==> src/rtl/c3_src_buf_loader.sv <==
// c3_src_buf_loader: scatters the S2 stream into the C3 source map buffers and holds the bank full until released.
module c3_src_buf_loader #(
  parameter int MAP_NUM    = 6,
  parameter int MAP_SIZE   = 196,
  parameter int DATA_WIDTH = 16
) (
  input  logic                  clk,
  input  logic                  rst_n,
  input  logic                  start_i,
  input  logic                  abort_i,
  input  logic                  release_i,
  input  logic                  in_valid_i,
  input  logic [DATA_WIDTH-1:0] in_data_i,
  output logic                  in_ready_o,
  output logic [DATA_WIDTH-1:0] wr_data_o,
  output logic [31:0]           wr_addr_o,
  output logic                  we_o,
  output logic                  busy_o,
  output logic                  buf_full_o,
  output logic [15:0]           load_cnt_o
);
  typedef enum logic [1:0] {IDLE = 2'd0, LOAD = 2'd1, FULL = 2'd2} state_t;
  state_t                state_q, state_d;
  logic [7:0]            map_q, map_d, off_q, off_d;
  logic                  we_q, we_d;
  logic [DATA_WIDTH-1:0] data_q, data_d;
  logic [15:0]           addr_q, addr_d, cnt_q, cnt_d;
  logic                  acc, off_last, last;
  assign in_ready_o = (state_q == LOAD) && !abort_i;
  assign acc        = in_valid_i && in_ready_o;
  assign off_last   = off_q == 8'(MAP_SIZE - 1);
  assign last       = off_last && (map_q == 8'(MAP_NUM - 1));
  always_comb begin
    state_d = state_q;
    map_d   = map_q;
    off_d   = off_q;
    we_d    = 1'b0;
    data_d  = data_q;
    addr_d  = addr_q;
    cnt_d   = cnt_q;
    if (state_q == IDLE && start_i) begin
      state_d = LOAD;
      map_d   = 8'd0;
      off_d   = 8'd0;
      cnt_d   = 16'd0;
    end
    if (state_q == LOAD && abort_i) state_d = IDLE;
    if (acc) begin
      we_d   = 1'b1;
      data_d = in_data_i;
      addr_d = {map_q, off_q};
      cnt_d  = cnt_q + 16'd1;
      off_d  = off_last ? 8'd0 : off_q + 8'd1;
      map_d  = off_last ? (last ? 8'd0 : map_q + 8'd1) : map_q;
      if (last) state_d = FULL;
    end
    if (state_q == FULL && release_i) state_d = IDLE;
  end
  always_ff @(posedge clk) begin
    if (!rst_n) begin
      state_q <= IDLE;
      map_q   <= 8'd0;
      off_q   <= 8'd0;
      we_q    <= 1'b0;
      data_q  <= '0;
      addr_q  <= 16'd0;
      cnt_q   <= 16'd0;
    end else begin
      state_q <= state_d;
      map_q   <= map_d;
      off_q   <= off_d;
      we_q    <= we_d;
      data_q  <= data_d;
      addr_q  <= addr_d;
      cnt_q   <= cnt_d;
    end
  end
  assign wr_data_o  = data_q;
  assign wr_addr_o  = {16'h0000, addr_q};
  assign we_o       = we_q;
  assign busy_o     = state_q == LOAD;
  assign buf_full_o = state_q == FULL;
  assign load_cnt_o = cnt_q;
endmodule

==> config.mk <==
export PLATFORM = sky130hd
export DESIGN_NAME = c3_src_buf_loader
export DESIGN_NICKNAME = d
export VERILOG_FILES = /design/src/rtl/c3_src_buf_loader.sv
export SDC_FILE = /design/constraint.sdc
export NUM_CORES = 1
export LEC_CHECK = 0
export BUFFER_PORTS_ARGS = -buffer_cell sky130_fd_sc_hd__buf_4
export CAP_MARGIN = 15
export CORE_MARGIN = 8
export CORE_UTILIZATION = 45
export CTS_BUF_LIST = sky130_fd_sc_hd__clkbuf_16
export CTS_CLUSTER_DIAMETER = 80
export DETAILED_ROUTE_END_ITERATION = 16
export PLACE_DENSITY_LB_ADDON = 0.12
export SLEW_MARGIN = 10
export SYNTH_ARGS = -nofsm -noshare
export SYNTH_HDL_FRONTEND = slang
export SYNTH_SLANG_ARGS = --single-unit
export TNS_END_PERCENT = 100
==> constraint.sdc <==
create_clock -name clk -period 3.3 [get_ports clk]
set_input_delay 0.495 -clock clk [delete_from_list [all_inputs] [get_ports clk]]
set_output_delay 0.495 -clock clk [all_outputs]
set_load 0.1 [all_outputs]
Word level (Yosys, flattened, before mapping). Index checks and enable logic that the tools add are counted.

Output and inout port bits: 68. Input bits: 22. Word-level logic and storage cells: 40. Bits in registers: 67.

Reductions and logical operators: 11. Mux-type cells: 13. Add/subtract/negate cells: 3. Bitwise logic cells: 1. Eq/ne operators: 5.

Operators with widths (number): 2-to-1 mux 8 bit (6); 2-to-1 mux 16 bit (2); adder 16 x 1 -> 16 bit (second input constant) (1); adder 8 x 1 -> 8 bit (second input constant) (2); equality test 8 x 3 -> 1 bit (second input constant) (1); equality test 8 bit (second input constant) (1); 2-to-1 mux 2 bit (4); logical AND 1 bit (6); equality test 2 x 1 -> 1 bit (second input constant) (1); equality test 2 bit (second input constant) (1); logical NOT 2 bit (1); != test 2 x 1 -> 1 bit (second input constant) (1); AND reduction 2 bit (1); nonzero test 2 bit (1); OR reduction 2 bit (1); logical NOT 1 bit (1); 2-to-1 mux 1 bit (1); inverter 1 bit (1).

Depth between registers and ports, before layout.
Depth in word-level cells: 6. Depth in mapped cells: 7. Gate-level depth less buffers: 6.

Least setup slack after synthesis. No wires, ideal clock.

Path type: reg2out. Start point: register state_q[0]. End point: output in_ready_o. Slack: 0.110 ns. Stages on the path, launching flop included: 3. Data arrival time: 2.695 ns. Required time: 2.805 ns. Path buffers: 0. Cell sequence: dfxtp_1 > nor2b_1 > and2_1.

Word-level cells in the longest chain between the ends: 2.

RTL lines: start, declared (line 23) `state_t state_q, state_d;`; start signal, assigned (line 69) `state_q <= state_d;`; equality test 2 x 1 -> 1 bit; net busy_o (line 18) `output logic busy_o,`; logical AND 1 bit (line 29) `assign in_ready_o = (state_q == LOAD) && !abort_i;`; end, declared (line 14) `output logic in_ready_o,`.

The timed path passes the listed nets, and every way through them passes these cells.

Final worst setup path.
Start point: register off_q[0]. End point: register map_q[4].

Word-level cells in the longest chain between the ends: 5. Elaborated cells on any way between the ends: 7. Classes of those cells: eq/ne (2); mux (3); reduce/logical (2).

RTL lines: start, declared (line 24) `logic [7:0] map_q, map_d, off_q, off_d;`; start signal, assigned (line 63) `off_q <= 8'd0;`; start signal, assigned (line 71) `off_q <= off_d;`; equality test 8 bit (*) (line 31) `assign off_last = off_q == 8'(MAP_SIZE - 1);`; logical AND 1 bit (line 32) `assign last = off_last && (map_q == 8'(MAP_NUM - 1));`; 2-to-1 mux 8 bit (2 in a row) (line 54) `map_d = off_last ? (last ? 8'd0 : map_q + 8'd1) : map_q;`; 2-to-1 mux 8 bit (line 48) `if (acc) begin`; end signal, assigned (line 70) `map_q <= map_d;`; end, declared (line 24).

Mark *: on every way between the ends. The rest lies on a longest branch, timed or not. The select of a mux whose other input is x is not followed. A chain may end at the register's enable or synchronous reset.

==> results_dict.tcl <==
set metrics [dict create \
    maxSlewViolCount 0 \
    syn_inst 360 \
    ys_dominant_reg_cell "dfxtp_1" \
    grt_pass1_wl_mm 12.6 \
    cts_buffers 9 \
    ctsResizeCount 0 \
    use_met1 0.189 \
    clkTransAtPathRegs_ns 0.05 \
    setup-tns-final_ns 0 \
    dieHeight_um 97.4 \
    crit_family "simple AND/OR/NAND/NOR gates" \
    postCtsSetupRepairBufs 0 \
    rows 29 \
    max_freq_mhz 483 \
    finalHoldViolCount 0 \
    grt_usage 0.156 \
    core-area_mm2 0.00639 \
    synth_area_leaders "dfxtp_1 (45%), nand2_1 (9.3%), a21oi_1 (7.0%), buf_4 (4.0%), nand3_1 (2.9%)" \
    drt_iter0_markers 125 \
    grt.met3_usage 0.0498 \
    ios 90 \
    crit_path_max_fanout 10 \
    drtPass1Iterations 4 \
    power.density_mw_per_mm2 508 \
    drc 0 \
    rr_startpoint "off_q[0]" \
    status "completed" \
    use_met2 0.248 \
    setup_viol 0 \
    synth-seq-cells 67 \
    dieArea_mm2 0.00949 \
    slew_headroom 0.607 \
    clock_skew_ns 0.00435 \
    fillers 597 \
    path_buf_inv 0 \
    rsz0062_at_grt "no" \
    cts_hold_buf 0 \
    hold_ws_ns 0.417 \
    hp-start "in_data_i[10]" \
    cts_buffer_depth 2 \
    synthArstFlopShare 0 \
    postRouteAntennaNets 0 \
    dpl-instance-area_mm2 0.00353 \
    drt_wl_total_mm 7.44 \
    area_growth_syn_to_layout_pct 28.0 \
    grt_pass1_vias 2596 \
    insertion_delay_ns 0.32 \
    dpl.hpwl_mm 5.27 \
    synthesis.area_mm2 0.00298 \
    cp-startpoint "off_q[0]" \
    clock_tree.htree_level_count 3 \
    io_buffer_count 73 \
    cap_violations 0 \
    crit_required_ns 3.55 \
    leakage_nw 1.54 \
    vias_per_cell 5.35 \
    n_antenna_cell 0 \
    grt-busiest-layer "met2" \
    drive_gt1_frac 0.248 \
    ys_seq_area_frac 0.449 \
    arrival_ns 2.32 \
    path_cells "ha_1 > nand4b_1 > or3_1 > or4_1 > a31oi_1" \
    avgSynthCellArea_um2 8.29 \
    period_share 0.627 \
    start_kind "flop" \
    synth_top_cell_by_area "dfxtp_1" \
    die_w_um 97.4 \
    period_minus_slack_ns 2.07 \
    slowest_delay_ns 0.55 \
    cts-root-buf "clkbuf_16" \
    path_class "flop to flop" \
    post_drt_wl_per_cell_um 14.6 \
    grt.overflow.total 0 \
    synth_common_cells "nand2_1 (74), dfxtp_1 (67), a21oi_1 (42)" \
    grt_antenna_before_repair 0 \
    initial_utilization 0.467 \
    cts_sinks 67 \
    register_area_mm2 0.00134 \
    final_nets 453 \
    worst_pin_slew_ns 0.583 \
    fin_area_mm2 0.00382 \
    vias 2724 \
    synth_most_common_cell "nand2_1" \
    synth_top_area_frac 0.449 \
    cts_tree "yes" \
    peakVddDrop_uv 297 \
    min_path_type "primary input to flop" \
    critPathCaptureType "flop" \
    crit_slowest_cell "or4_1" \
    synth_edf_count 0 \
    ys_types 53 \
    final_core_util 0.598 \
    gp_congestion 0.820 \
    yosys_warnings 0 \
    multi_input_area_mm2 0.00149 \
    grt_max_degree 43 \
]
[power by group]
group,internal [mW],switching (mW)
Clock,0.574,0.331
Combinational,0.0394,0.173
Sequential,0.817,0.00581
Total,1.43,0.510
[worst reg2reg max path: cells and delay by family (launching register included)]
family,cells,cell delay [ns]
and+or+nand+nor,3,1.25
adders and majority gates,1,0.23
DFF,1,0.37
AOI/OAI and AO/OA,1,0.16
[per-layer routing]
layer / routed length (µm) / vias up
met5: 0 / -
met4: 93 / 0
met3: 484 / 8
met2: 3540 / 65
li1: - / 1372
met1: 3320 / 1279
[cell usage in the layout, fill, tap and decap left out, types with 3 or more instances in the layout]
cell type / synthesis / routed
buf_4: 16 / 78
nand2_1: 74 / 74
dfxtp_1: 67 / 67
a21oi_1: 42 / 42
nand3_1: 17 / 17
conb_1: 1 / 16
nor2_1: 15 / 15
clkbuf_16: 0 / 9
nor3_1: 8 / 8
inv_1: 6 / 7
nand4_1: 6 / 6
and3_1: 5 / 5
a41oi_1: 5 / 5
o21ai_0: 5 / 5
or3_1: 4 / 4
xor2_1: 4 / 4
ha_1: 4 / 4
a31o_2: 3 / 3
o21a_1: 3 / 3
nand2b_1: 3 / 3
mux2i_1: 3 / 3
xnor2_1: 3 / 3
a31oi_1: 3 / 3
o211a_1: 3 / 3
clkinv_2: 0 / 3
[layout make-up]
type / count / area share
multi-input combinational: 264 / 0.389
inverter: 7 / 0.00688
timing repair buffer: 78 / 0.153
clock buffer: 9 / 0.0590
sequential: 67 / 0.351
clock inverter: 7 / 0.0157
tap: 77 / 0.0252
[logic make-up (layout without fill, tap and decap cells)]
kind of cell,after synthesis,after routing,share of synthesized area
AOI/OAI and AO/OA,78,78,0.169
DFF,67,67,0.449
adders and majority gates,4,4,0.0168
and+or+nand+nor,155,155,0.251
xor gates and xnor gates,7,7,0.0205
other,1,16,0.00126
buffers and inverters,44,101,0.0784
muxes,4,4,0.0138
[state kept, by name, summed over array words and instances (netlist names)]
register and count:
state_q 2, off_q 8, load_cnt_o 16, map_q 8, we_o 1, addr_q 16
wr_data_o 16
[stage by stage]
step / instances / total power, mW / worst slack [ns]
2_1_floorplan: 375 / 1.02 / 0.110
3_3_place_gp: 493 / 1.05 / 1.16
3_5_place_dp: 493 / 1.05 / 1.13
4_1_cts: 509 / 1.96 / 1.21
5_1_grt: 509 / 2.01 / 1.06
6_report: 509 / 1.94 / 1.23
[path summary, 6_finish.rpt]
check	to	slack (ns)	cells past startpoint
worst min-delay path	wr_data_o[10]	0.42	3
worst max register to register	map_q[4]	1.23	5
worst min register to register	wr_data_o[9]	0.45	2
worst max-delay path	map_q[4]	1.23	5
Power figures use the tool's default switching activity.
